<file path="src/rtl/logit_pla_pkg.sv">
// Shared constants, segment tables and pipeline payload types for the
// piecewise-linear logit (inverse sigmoid) unit.
package logit_pla_pkg;

  localparam int FRAC  = 8;
  localparam int GFRAC = 4;
  localparam int SAT_X = 1536;
  localparam int NSEG  = 8;
  localparam int KW    = 3;
  localparam int GW    = 12;
  localparam int PW    = 20;
  localparam int Y_LO  = 1;
  localparam int Y_HI  = 255;

  typedef enum logic [1:0] {
    SEG    = 2'd0,
    SAT_LO = 2'd1,
    SAT_HI = 2'd2
  } cls_e;

  // Knots sit on the forward sigmoid's breakpoints, so the two blocks round-trip.
  localparam logic [7:0] Y_TAB [NSEG] = '{
    8'd1, 8'd3, 8'd12, 8'd47, 8'd128, 8'd209, 8'd244, 8'd253
  };
  localparam logic signed [15:0] X_TAB [NSEG] = '{
    -16'sd1536, -16'sd1152, -16'sd768, -16'sd384,
    16'sd0, 16'sd384, 16'sd768, 16'sd1152
  };
  localparam logic [GW-1:0] G_TAB [NSEG] = '{
    12'd3072, 12'd683, 12'd176, 12'd76, 12'd76, 12'd176, 12'd683, 12'd3072
  };

  typedef struct packed {
    cls_e                 cls;
    logic [7:0]           y;
    logic [7:0]           yk;
    logic signed [15:0]   xk;
    logic [GW-1:0]        gk;
  } s1_t;

  typedef struct packed {
    cls_e               cls;
    logic signed [15:0] xk;
    logic [PW-1:0]      prod;
  } s2_t;

  function automatic logic signed [15:0] clamp_x(input logic signed [17:0] v);
    logic signed [17:0] lim;
    lim = 18'(SAT_X);
    if (v > lim)       return 16'(SAT_X);
    else if (v < -lim) return 16'(-SAT_X);
    else               return v[15:0];
  endfunction

endpackage

</file>
<file path="src/rtl/logit_seg_lookup.sv">
// Combinational classifier: picks the segment for a probability and returns
// its knot values and gain.
module logit_seg_lookup
  import logit_pla_pkg::*;
(
  input  logic [15:0]        y_i,
  output cls_e               cls_o,
  output logic [KW-1:0]      k_o,
  output logic [7:0]         yk_o,
  output logic signed [15:0] xk_o,
  output logic [GW-1:0]      gk_o,
  output logic               err_o
);

  always_comb begin
    k_o = '0;
    for (int i = 1; i < NSEG; i++)
      if (y_i >= {8'd0, Y_TAB[i]}) k_o = KW'(i);
  end

  always_comb begin
    if (y_i <= 16'(Y_LO))      cls_o = SAT_LO;
    else if (y_i >= 16'(Y_HI)) cls_o = SAT_HI;
    else                       cls_o = SEG;
  end

  assign yk_o  = Y_TAB[k_o];
  assign xk_o  = X_TAB[k_o];
  assign gk_o  = G_TAB[k_o];
  assign err_o = y_i > 16'(1 << FRAC);

endmodule

</file>
<file path="src/rtl/logit8_pla.sv">
// Q8.8 logit via 8 linear segments: classify -> multiply -> offset/clamp,
// globally stalled when the output is held, plus a range-error counter.
module logit8_pla
  import logit_pla_pkg::*;
#(
  parameter int CNT_W = 8
) (
  input  logic             clk,
  input  logic             rst_n,
  input  logic [15:0]      y_in,
  input  logic             in_valid,
  output logic             in_ready,
  output logic [15:0]      x_out,
  output logic             out_valid,
  input  logic             out_ready,
  output logic [CNT_W-1:0] range_err_cnt,
  input  logic             clear_err
);

  localparam int STAGES = 3;

  logic [STAGES:1]    vld_pipe_q;
  logic               stall, acc;
  s1_t                s1_d, s1_q;
  s2_t                s2_d, s2_q;
  logic signed [15:0] x_d, x_q;
  logic [CNT_W-1:0]   cnt_d, cnt_q;

  cls_e               lk_cls;
  logic [KW-1:0]      lk_k;
  logic [7:0]         lk_yk;
  logic signed [15:0] lk_xk;
  logic [GW-1:0]      lk_gk;
  logic               lk_err;

  logic [7:0]         d2;
  logic signed [17:0] sum3;

  assign stall    = vld_pipe_q[STAGES] && !out_ready;
  assign in_ready = !stall;
  assign acc      = in_valid && in_ready;

  logit_seg_lookup u_lookup (
    .y_i   (y_in),
    .cls_o (lk_cls),
    .k_o   (lk_k),
    .yk_o  (lk_yk),
    .xk_o  (lk_xk),
    .gk_o  (lk_gk),
    .err_o (lk_err)
  );

  always_comb begin
    s1_d     = '0;
    s1_d.cls = lk_cls;
    s1_d.y   = y_in[7:0];
    s1_d.yk  = lk_yk;
    s1_d.xk  = lk_xk;
    s1_d.gk  = lk_gk;
  end

  // Only meaningful for SEG, where y < 255 keeps the difference in 8 bits.
  assign d2 = s1_q.y - s1_q.yk;

  always_comb begin
    s2_d      = '0;
    s2_d.cls  = s1_q.cls;
    s2_d.xk   = s1_q.xk;
    s2_d.prod = PW'(d2) * PW'(s1_q.gk);
  end

  assign sum3 = {{2{s2_q.xk[15]}}, s2_q.xk} + {2'b00, s2_q.prod[PW-1:GFRAC]};

  always_comb begin
    x_d = '0;
    unique case (s2_q.cls)
      SAT_LO:  x_d = 16'(-SAT_X);
      SAT_HI:  x_d = 16'(SAT_X);
      default: x_d = clamp_x(sum3);
    endcase
  end

  always_ff @(posedge clk) begin
    if (!rst_n) begin
      vld_pipe_q <= '0;
      s1_q       <= '0;
      s2_q       <= '0;
      x_q        <= '0;
    end else if (!stall) begin
      vld_pipe_q <= {vld_pipe_q[STAGES-1:1], acc};
      if (acc)           s1_q <= s1_d;
      if (vld_pipe_q[1]) s2_q <= s2_d;
      if (vld_pipe_q[2]) x_q  <= x_d;
    end
  end

  always_comb begin
    cnt_d = cnt_q;
    if (clear_err)                          cnt_d = '0;
    else if (acc && lk_err && cnt_q != '1)  cnt_d = cnt_q + CNT_W'(1);
  end

  always_ff @(posedge clk) begin
    if (!rst_n) cnt_q <= '0;
    else        cnt_q <= cnt_d;
  end

  assign x_out         = x_q;
  assign out_valid     = vld_pipe_q[STAGES];
  assign range_err_cnt = cnt_q;

endmodule

</file>
<file path="config.mk">
export PLATFORM = sky130hd
export DESIGN_NAME = logit8_pla
export DESIGN_NICKNAME = d
export VERILOG_FILES = /design/src/rtl/logit_pla_pkg.sv /design/src/rtl/logit_seg_lookup.sv /design/src/rtl/logit8_pla.sv
export SDC_FILE = /design/constraint.sdc
export NUM_CORES = 1
export LEC_CHECK = 0
export BUFFER_PORTS_ARGS = -buffer_cell sky130_fd_sc_hd__buf_4
export CAP_MARGIN = 20
export CELL_PAD_IN_SITES_DETAIL_PLACEMENT = 1
export CELL_PAD_IN_SITES_GLOBAL_PLACEMENT = 1
export CORE_ASPECT_RATIO = 0.7
export CORE_MARGIN = 2
export CORE_UTILIZATION = 47
export CTS_CLUSTER_SIZE = 40
export DETAILED_ROUTE_END_ITERATION = 7
export PLACE_DENSITY_LB_ADDON = 0.08
export SETUP_SLACK_MARGIN = 0.4
export SLEW_MARGIN = 10
export SYNTH_ARGS = -nofsm -noshare
export SYNTH_HDL_FRONTEND = slang
export SYNTH_SLANG_ARGS = --single-unit
</file>
<file path="constraint.sdc">
create_clock -name clk -period 7.6 [get_ports clk]
set_input_delay 1.14 -clock clk [delete_from_list [all_inputs] [get_ports clk]]
set_output_delay 1.14 -clock clk [all_outputs]
set_load 0.01 [all_outputs]
</file>
; ---- After elaboration in Yosys (flattened, before gate mapping)
; Memory sizes are Yosys's and may differ from the RTL's. A register that Yosys moved wholly into a read port is not among the register bits.
; Index checks and enable logic that the tools add are counted.
[classes]
addsub = 3
mul = 1
magnitude_cmp = 12
eq_ne = 3
n_mux = 12
n_bitwise = 3
reduce_logical = 13
[op_table]
columns = operator, n
row1 = $ge 16x8->1 const B, 5
row2 = $mux 16, 2
row3 = $pmux 16 s2, 1
row4 = $mul 8x12->20, 1
row5 = $add 16x17->18, 1
row6 = $gt 18x12->1 const B, 1
row7 = $lt 18x12->1 const B, 1
row8 = $ge 16x2->1 const B, 1
row9 = $ge 16x4->1 const B, 1
row10 = $ge 16x6->1 const B, 1
row11 = $gt 16x9->1 const B, 1
row12 = $le 16x1->1 const B, 1
row13 = $mux 3, 4
row14 = $add 8x1->8 const B, 1
row15 = $mux 2, 4
row16 = $ne 8x8->1 const B, 1
row17 = $sub 8x8->8, 1
row18 = $reduce_and 2->1, 3
row19 = $logic_not 1->1, 5
row20 = $logic_and 1x1->1, 4
row21 = $not 3->4, 1
row22 = $eq 2x1->1 const B, 1
row23 = $eq 2x2->1 const B, 1
row24 = $not 1->1, 2
row25 = other kinds (2), 2
[word_totals]
ff_bits = 75
mem_bits_ro = 288
inputBits = 21
output_inout_bits = 26
mem_count = 3
[memory_table]
columns = memory, words, width, read_ports, rd_clocked_by_memory_dff, wr, line
row1 = (name not given), 8, 16, 1, 1, 0, logit_seg_lookup.sv:28  ; assign xk_o = X_TAB[k_o];
row2 = (name not given), 8, 12, 1, 1, 0, logit_seg_lookup.sv:29  ; assign gk_o = G_TAB[k_o];
row3 = (name not given), 8, 8, 1, 1, 0, logit_seg_lookup.sv:27  ; assign yk_o = Y_TAB[k_o];

; ---- Logic depth before layout (Yosys ltp)
; Gate-level depths: netlist (run 1).
[depth]
depth_word = 9
depth_mapped = 27

; ---- Hierarchy
; Synthesis (run 1) repeated with hierarchy kept, for this count alone.
[unflattened]
cells_unflattened = 1075
hier_area_um2 = 8899.8
[by_module_without_submodules]
columns = mod, n_inst, cells_each, area_each_um2, seq_area_each_um2
row1 = logit8_pla, 1, 991, 8308.0, 2142.1
row2 = logit_seg_lookup, 1, 84, 591.8, 0.0

; ---- Least setup slack after synthesis (run 1)
; No wires, ideal clock.
[synth_path]
path_type = flip-flop to flip-flop
from = reg s1_q[36] in the netlist's numbering
to = reg s2_q[19] in the netlist's numbering
setup_time_ps = 74
arrival_ps = 5858
required_ps = 7526
path_slack_ps = 1668
stages_incl_launch_ff = 26
path_buffers = 0
period_less_slack_ps = 5932
path_cell_list = dfxtp_1 > inv_1 > ha_1 > inv_1 > fa_1 > a21o_1 > a21oi_1 > o21bai_1 > a21oi_1 > xnor2_1 > nand2_1 > fa_1 > inv_1 > fa_1 > fa_1 > inv_1 > fa_1 > inv_1 > ha_1 > or3_1 > o21ai_0 > a211oi_1 > nor3_1 > o21ai_1 > or4_1 > a31oi_1
[synth_between]
elab_chain_len = 2
[synth_rtl]
columns = item, line
row1 = from (decl), logit8_pla.sv:24  ; s1_t s1_d, s1_q;
row2 = from (signal assigned), logit8_pla.sv:86  ; s1_q <= '0;
row3 = from (signal assigned), logit8_pla.sv:91  ; if (acc) s1_q <= s1_d;
row4 = $sub 8x8->8, logit8_pla.sv:63  ; assign d2 = s1_q.y - s1_q.yk;
row5 = $mul 8x12->20, logit8_pla.sv:69  ; s2_d.prod = PW'(d2) * PW'(s1_q.gk);
row6 = to (signal assigned), logit8_pla.sv:87  ; s2_q <= '0;
row7 = to (signal assigned), logit8_pla.sv:92  ; if (vld_pipe_q[1]) s2_q <= s2_d;
row8 = to (decl), logit8_pla.sv:25  ; s2_t s2_d, s2_q;
; No other way between the ends.
; A chain may end at the register's enable or synchronous reset.

; ---- Final worst setup path (run 1)
[layout_path]
from = reg, netlist name s1_q[29]
to = reg s2_q[19] in the netlist's numbering
[layout_between]
elab_chain_len = 2
[layout_rtl]
columns = item, line
row1 = $sub 8x8->8, logit8_pla.sv:63
row2 = $mul 8x12->20, logit8_pla.sv:69
; No other way between the ends.

==> results of run 1 <==
==> kinds of logic after synthesis <==
logic type / after synthesis / synth area share [%]
compound gates: 166 / 16.9
xor+xnor: 32 / 4.38
fa+ha+maj: 127 / 28.7
buf+inv: 152 / 8.41
flops: 76 / 22.1
mux: 6 / 0.872
simple gates: 258 / 18.6
==> registers in the layout, summed over array words and instances (netlist names) <==
| name | count |
|---|---|
| x_out | 16 |
| vld_pipe_q | 3 |
| s1_q | 26 |
| s2_q | 23 |
| range_err_cnt | 8 |
==> metal layers <==
metal | routed length [um] | up-vias
li1 | - | 2782
met1 | 8250 | 2813
met2 | 8490 | 90
met3 | 648 | 19
met4 | 215 | 0
met5 | 0 | -
==> stage by stage <==
step           setup WS (ns)  hold slack (ns)  power [mW]  cells  cell area [um^2]
6_report               0.962            0.464        1.32   1045              7660
5_1_grt                0.472            0.486        1.42   1045              7660
4_1_cts                 1.01            0.465        1.34   1044              7650
3_5_place_dp            1.04            0.455       0.924   1028              7370
3_3_place_gp            1.32            0.438       0.900   1028              7370
2_1_floorplan           1.67            0.429       0.792    817              6890
==> power by group through the flow <==
stage                     sequential, mW  combinational [mW]  clock (mW)
after floorplan                    0.441               0.351           0
after global placement             0.446               0.454           0
after detailed placement           0.447               0.477           0
after CTS                          0.438               0.481       0.420
after global routing               0.441               0.548       0.431
final                              0.438               0.477       0.406
==> worst max-delay path by stage <==
stage	from	end	slack [ns]	cells after the start
floorplan	s1_q[36]$_SDFFE_PN0P_	s2_q[19]$_SDFFE_PN0P_	1.67	25
global placement	s1_q[36]$_SDFFE_PN0P_	s2_q[19]$_SDFFE_PN0P_	1.32	25
detailed placement	s1_q[29]$_SDFFE_PN0P_	s2_q[19]$_SDFFE_PN0P_	1.04	24
CTS	s1_q[29]$_SDFFE_PN0P_	s2_q[19]$_SDFFE_PN0P_	1.01	24
global route	s1_q[29]$_SDFFE_PN0P_	s2_q[19]$_SDFFE_PN0P_	0.47	24
finish	s1_q[29]$_SDFFE_PN0P_	s2_q[19]$_SDFFE_PN0P_	0.96	24
==> cell usage after synthesis (10+ instances only) <==
| cell | count |
|---|---|
| o21ai_0 | 19 |
| nor3_1 | 13 |
| and2_1 | 30 |
| nand3_1 | 12 |
| dfxtp_1 | 76 |
| nor2b_1 | 11 |
| inv_1 | 125 |
| xnor2_1 | 17 |
| clkbuf_1 | 23 |
| fa_1 | 52 |
| o21a_1 | 10 |
| nor2_1 | 31 |
| nand2_1 | 112 |
| ha_1 | 75 |
| a21oi_1 | 59 |
| xor2_1 | 13 |
==> worst max-delay path, stage by stage (launching register included) <==
cell	delay, ns
dfxtp_1	0.33
inv_1	0.07
ha_1	0.28
nor2b_1	0.11
o21ai_0	0.10
a21boi_0	0.27
o21ai_0	0.15
a21oi_1	0.24
xor2_1	0.48
nand2_1	0.20
fa_1	0.54
inv_1	0.06
fa_1	0.53
fa_1	0.56
inv_1	0.05
fa_1	0.49
inv_1	0.05
ha_1	0.37
or3_1	0.38
o21ai_0	0.12
a211oi_1	0.12
nor3_1	0.35
o21ai_1	0.15
or4_1	0.42
a31oi_1	0.17
==> cell type report <==
cell class	instances	area, um^2
inverter	125	469
fill	1700	6430
tap	190	238
timing repair buffer	49	375
clock inverter	7	51.3
clock buffer	9	225
multi-input combinational	589	4780
sequential	76	1520
==> impl_metrics.yaml, run 1 <==
yosys:
  synth_cell_type_count: 66
  synth_edf_count: 0
  synth_area_um2: 6890
  netlist_instances: 817
  synth_ff_type: "dfxtp_1"
  ys_async_sr_fraction_pct: 0
  ys_seq_area_share_pct: 22.1
  syn-num-nets: 965
  synth_seq_cells: 76
  netlist.top_cell.by_area: "dfxtp_1"
  syn_area_per_cell_um2: 8.43
  ys_warn_count: 0
  yosysTopAreaCellShare_pct: 22.1
  ys_top_cells_by_area: "dfxtp_1, fa_1, ha_1"
routing:
  antenna_left: 0
  wl_per_cell_um: 16.8
  drtPass1Iterations: 4
  routed_wl_mm: 17.6
  drtIter0Drc: 218
  routed-via-count: 5704
  drt-vias-per-instance: 5.46
  route.detailed.drc: 0
setup_path:
  reg2reg_from: "s1_q[29]$_SDFFE_PN0P_"
  r2r_slack_ns: 0.96
  worstPathMaxFanout: 8
  required_ns: 7.86
  cp.arrival_ns: 6.90
  critPathCaptureType: "flop"
  crit_path_start_kind: "flop"
  critical_path_class: "reg -> reg"
  rr_endpoint: "s2_q[19]$_SDFFE_PN0P_"
  r2r.worst_path.cells: 24
die:
  io_pins: 47
  die_area_um2: 15600
  row_count: 36
  chipHeight_um: 105
  core_um2: 14100
  die_w_um: 149
  start_util_pct: 48.8
power:
  max-vdd-ir-drop_mv: 0.123
  swShare_pct: 36.8
  power.share.sequential_pct: 33.2
  leakagePower_nw: 3.68
  p_switching_mw: 0.486
  p_per_area_nw_per_um2: 172
  clkPwrFrac_pct: 30.8
  pwr-share-comb_pct: 36.1
  p_int_mw: 0.835
grt:
  grt_start_max_net_pins: 35
  grt_pass1_wl_mm: 29.8
  grt_pass1_vias: 6208
  antenna_found_initial: 0
  grt_overflow: 0
  gr-usage-met1_pct: 30.8
  use_met3_pct: 4.20
  grt_usage_pct: 23.9
  gr-usage-met2_pct: 41.4
  top_usage_layer: "met2"
placed_design:
  place_congestion: 0.877
  hpwlAfterDp_mm: 14.3
  port_buffers: 46
sta:
  rsz0062_at_grt: "no"
  worstMarginPinSlew_ns: 0.934
  finalSetupTns_ns: 0
  max_freq_mhz: 151
  hold_violations: 0
  period_needed_ns: 6.64
  clock_skew_ns: 0.0132
  min_period_over_period_pct: 87.3
  max-slew-margin-rel_pct: 37.6
  report.final.slew_viol_count: 0
  setup_viol: 0
worst_hold_path:
  whs_endpoint: "s1_q[36]$_SDFFE_PN0P_"
  min_path_cells: 2
  hp-class: "reg -> reg"
  holdCritStartpoint: "s1_q[36]$_SDFFE_PN0P_"
clock_tree:
  root_buffer: "clkbuf_16"
  post_cts_buffers: 0
  clk_pin_slew_worst_paths_ns: 0.07
  htreeDepth: 3
  cts_inserted_buffers: 9
  cts_resized: 0
  cts_tree: "built"
  ctsHoldBuffers: 0
  cts_buffer_depth: 2
  clk-insertion-delay-late_ns: 0.35
  cts_sinks: 76
layout:
  drive_above_1_share_pct: 11.2
  mostFrequentLayoutCell: "inv_1"
  nets: 998
  antenna_cells: 0
  final_util_pct: 54.4
  layout_common_cells: "inv_1, nand2_1, dfxtp_1"
  syn_to_final_growth_pct: 11.3
run:
  drv_cap: 0
status:
  status: "finished, final reports clean"
Note: power is estimated with default switching activity, not from simulation.
==> run 2: changes to the inputs <==
Settings changed: REMOVE_ABC_BUFFERS set to 1.
==> run 2 against run 1 <==
Compared with the run above: via count down 0.46%; clock skew down 0.0045 ns; cell count unchanged; flip-flop and latch count unchanged; sequential power about the same.
==> impl_metrics.yaml, run 2 (same netlist as run 1, synthesis figures left out) <==
sta:
  finalSetupTns_ns: 0
  min_period_over_period_pct: 87.6
  period_needed_ns: 6.66
  rsz0062_at_grt: "no"
  clock_skew_ns: 0.00874
  setup_viol: 0
  report.final.slew_viol_count: 0
  max_freq_mhz: 150
  worstMarginPinSlew_ns: 0.874
  hold_violations: 0
  max-slew-margin-rel_pct: 41.6
  holdWs_ns: 0.457
power:
  leakagePower_nw: 3.70
  p_per_area_nw_per_um2: 181
  max-vdd-ir-drop_mv: 0.112
placed_design:
  place_congestion: 0.942
  port_buffers: 46
  post_dp_cell_area_um2: 7380
  hpwlAfterDp_mm: 15.0
clock_tree:
  ctsHoldBuffers: 0
  htreeDepth: 3
  cts_inserted_buffers: 9
  cts_resized: 0
  root_buffer: "clkbuf_16"
  clk_pin_slew_worst_paths_ns: 0.06
  cts_sinks: 76
  clk-insertion-delay-late_ns: 0.33
  post_cts_buffers: 0
  cts_tree: "built"
  cts_buffer_depth: 2
layout:
  final_util_pct: 54.6
  nFillCells: 1717
  syn_to_final_growth_pct: 11.8
  drive_above_1_share_pct: 11.1
  layout_common_cells: "inv_1, nand2_1, dfxtp_1"
  mostFrequentLayoutCell: "inv_1"
  nets: 998
  antenna_cells: 0
  largest_reg_flops: 26
  fin_area_um2: 7700
  top_register: "s1_q"
routing:
  drt-vias-per-instance: 5.43
  drtIter0Drc: 258
  wl_per_cell_um: 17.8
  route.detailed.drc: 0
  drtPass1Iterations: 4
  routed_wl_mm: 18.6
  antenna_left: 0
  routed-via-count: 5678
setup_path:
  cp.arrival_ns: 6.92
  r2r.worst_path.cells: 24
  crit_path_start_kind: "flop"
  required_ns: 7.86
  worstPathMaxFanout: 8
  critical_path_class: "reg -> reg"
  critPathCaptureType: "flop"
die:
  chipHeight_um: 105
  core_um2: 14100
  row_count: 36
  die_area_um2: 15600
  io_pins: 47
  die_w_um: 149
  start_util_pct: 48.8
grt:
  grt_start_max_net_pins: 35
  grt_overflow: 0
  grt_pass1_vias: 6175
  grt_usage_pct: 24.9
  grt_pass1_wl_mm: 31.2
  antenna_found_initial: 0
worst_hold_path:
  min_path_cells: 2
  hp-class: "reg -> reg"
run:
  drv_cap: 0
status:
  status: "finished, final reports clean"
==> run 2: cell count changes in the layout (fill, tap and decap cells not counted) <==
cell	change
buf_4	+1
buf_8	-1
bufinv_16	+2
clkbuf_1	+1
clkinv_2	-1
clkinv_4	-1
inv_6	-1
==> run 2: final timing paths <==
kind                         start  slack [ns]                     to
min          x_out[0]$_SDFFE_PN0P_        0.46  x_out[0]$_SDFFE_PN0P_
max reg2reg  s1_q[29]$_SDFFE_PN0P_        0.94  s2_q[19]$_SDFFE_PN0P_
min reg2reg  x_out[0]$_SDFFE_PN0P_        0.46  x_out[0]$_SDFFE_PN0P_
max          s1_q[29]$_SDFFE_PN0P_        0.94  s2_q[19]$_SDFFE_PN0P_
==> run 2: power by group <==
part           switching, mW  internal, mW  total, mW
clock                  0.175         0.288      0.462
sequential            0.0179         0.420      0.438
combinational          0.295         0.195      0.491
total                  0.488         0.903       1.39
==> run 2: layout make-up <==
type	instances	area (um^2)	area share [%]
multi-input combinational	589	4780	62.1
sequential	76	1520	19.8
inverter	125	469	6.09
timing repair buffer	49	368	4.78
tap	190	238	3.09
clock buffer	10	229	2.97
clock inverter	6	88.8	1.15
==> run 2: per-layer routing <==
layer	GRT usage (%)	vias to the layer above	routed length (um)
li1	-	2796	-
met1	34.6	2765	9100
met2	41.0	97	8680
met3	3.90	20	634
met4	5.31	0	197
met5	0	-	0
==> run 2: worst max-delay path, cell delays in order, from the launching register on <==
cell	delay, ns
dfxtp_1	0.33
inv_1	0.07
ha_1	0.28
nor2b_1	0.12
o21ai_0	0.21
a21boi_0	0.16
o21ai_0	0.27
a21oi_1	0.15
xor2_1	0.48
nand2_1	0.22
fa_1	0.55
inv_1	0.06
fa_1	0.52
fa_1	0.55
inv_1	0.05
fa_1	0.47
inv_1	0.05
ha_1	0.36
or3_1	0.37
o21ai_0	0.14
a211oi_1	0.13
nor3_1	0.32
o21ai_1	0.13
or4_1	0.40
a31oi_1	0.18
==> run 2: stage by stage <==
stage / worst slack (ns) / total power, mW / instances
after floorplan: 1.66 / 0.787 / 790
after global placement: 1.32 / 0.903 / 1029
after detailed placement: 1.05 / 0.927 / 1029
after CTS: 0.974 / 1.40 / 1045
after global routing: 0.456 / 1.48 / 1045
final: 0.940 / 1.39 / 1045
==> run 3: changes to the inputs <==
Clock period 7.6 ns to 6.3 ns, I/O delays scaled along.
==> run 3 against run 2 <==
Compared with the run above: critical path depth grew 1; die area unchanged; register-to-register slack got worse by 0.64 ns; utilization grew 2.2 points; clock skew is 0.0020 ns lower; cell count is 1.5% higher; flip-flop and latch count unchanged; clock-buffer cell count increased by 2; combinational power increased by 40%.
==> impl_metrics.yaml, run 3 (same netlist as run 1, synthesis figures left out) <==
routing:
  route.detailed.drc: 0
  routed_wl_mm: 19.2
  drtIter0Drc: 358
  antenna_left: 0
  wl_per_cell_um: 18.1
  drtPass1Iterations: 4
  drt-vias-per-instance: 5.47
  routed-via-count: 5800
setup_path:
  slowest_stage: "fa_1"
  critical_path_class: "reg -> reg"
  reg2reg_from: "s1_q[36]$_SDFFE_PN0P_"
  crit_start: "s1_q[36]$_SDFFE_PN0P_"
  worstPathMaxFanout: 6
  path_buf_inv: 6
  cpPeakStageDelay_ns: 0.62
  r2r_slack_ns: 0.30
  critPathCaptureType: "flop"
  r2r.worst_path.cells: 25
  crit_path_start_kind: "flop"
  cp.depth: 25
  required_ns: 6.56
  cp.arrival_ns: 6.26
  crit_top_cell: "fa_1"
  crit_family: "adder cells"
grt:
  grt_usage_pct: 24.6
  grt_overflow: 0
  antenna_found_initial: 0
  grt_pass1_vias: 5986
  grt_pass1_wl_mm: 30.7
  grt_start_max_net_pins: 41
die:
  io_pins: 47
  start_util_pct: 48.8
  die_area_um2: 15600
  chipHeight_um: 105
  row_count: 36
  core_um2: 14100
  die_w_um: 149
layout:
  largest_reg_flops: 26
  syn_to_final_growth_pct: 16.4
  antenna_cells: 0
  fin_area_um2: 8010
  layout_common_cells: "inv_1, nand2_1, dfxtp_1"
  drive_above_1_share_pct: 17.8
  top_register: "s1_q"
  final_util_pct: 56.8
  nFillCells: 1695
  nets: 1014
  mostFrequentLayoutCell: "inv_1"
power:
  max-vdd-ir-drop_mv: 0.127
  leakagePower_nw: 3.79
  p_per_area_nw_per_um2: 216
clock_tree:
  clk_pin_slew_worst_paths_ns: 0.06
  cts_sinks: 76
  cts_buffer_depth: 2
  cts_inserted_buffers: 9
  htreeDepth: 3
  root_buffer: "clkbuf_16"
  cts_tree: "built"
  clk-insertion-delay-late_ns: 0.33
placed_design:
  port_buffers: 46
  post_dp_cell_area_um2: 7400
  place_congestion: 0.936
  hpwlAfterDp_mm: 14.5
sta:
  setup_viol: 0
  report.final.slew_viol_count: 0
  max-slew-margin-rel_pct: 38.5
  rsz0062_at_grt: "yes"
  min_period_over_period_pct: 95.3
  period_needed_ns: 6.00
  worstMarginPinSlew_ns: 0.921
  max_freq_mhz: 167
  holdWs_ns: 0.455
  clock_skew_ns: 0.00672
  hold_violations: 0
worst_hold_path:
  hp-class: "reg -> reg"
  holdCritStartpoint: "x_out[7]$_SDFFE_PN0P_"
  min_path_cells: 2
run:
  drv_cap: 0
status:
  status: "finished, final reports clean"
[run 3: changes by cell type in the layout (fill, tap and decap cells not counted), moves of 5 or more]
cell,change
a21oi_2,+5
inv_2,+8
a21oi_1,-7
buf_4,+15
inv_1,-8
ha_1,-7
ha_4,+5
[run 3: metal layers]
metal  global-route usage [%]  routed length, um  vias up
met3                     4.68                741       13
li1                         -                  -     2817
met5                        0                  0        -
met2                     40.2               9240       80
met4                     3.74                159        0
met1                     34.6               9110     2890
[run 3: final timing paths]
| path | to |
|---|---|
| max | s2_q[13]$_SDFFE_PN0P_ |
| max reg2reg | s2_q[13]$_SDFFE_PN0P_ |
| min reg2reg | x_out[7]$_SDFFE_PN0P_ |
| min | x_out[7]$_SDFFE_PN0P_ |
[run 3: repair_timing]
item,in CTS,in global routing
buffers inserted,4,10
cloned,0,0
hold buffers,0,0
setup endpoints to repair,10,11
pin swaps,16,32
gates resized for setup,23,34
[run 3: final cells by class]
| class | count | area [um^2] | share of cell area (%) |
|---|---|---|---|
| Multi-Input combinational cell | 589 | 5000 | 62.3 |
| Tap cell | 190 | 238 | 2.97 |
| Sequential cell | 76 | 1520 | 19.0 |
| Clock inverter | 4 | 48.8 | 0.609 |
| Inverter | 125 | 469 | 5.85 |
| Timing Repair Buffer | 65 | 492 | 6.14 |
| Clock buffer | 12 | 246 | 3.08 |
[run 3: worst min-delay path, stage by stage (launching register included)]
cell	delay (ns)
dfxtp_1	0.32
nand2_1	0.06
o21ai_2	0.05
[run 3: per-stage QoR]
stage                     cells  total power, mW  TNS, ns  setup slack, ns
after global routing       1061             1.85  -0.0187          -0.0187
after global placement     1031             1.10        0            0.114
after floorplan             790            0.949        0            0.358
after detailed placement   1031             1.13   -0.244           -0.124
final                      1061             1.73        0            0.299
after CTS                  1051             1.68        0            0.400
[run 3: power breakdown]
group	leakage (nW)	switching, mW	internal (mW)
clock network	0.147	0.201	0.317
registers	0.621	0.0233	0.507
logic	3.02	0.398	0.288
total	3.79	0.623	1.11
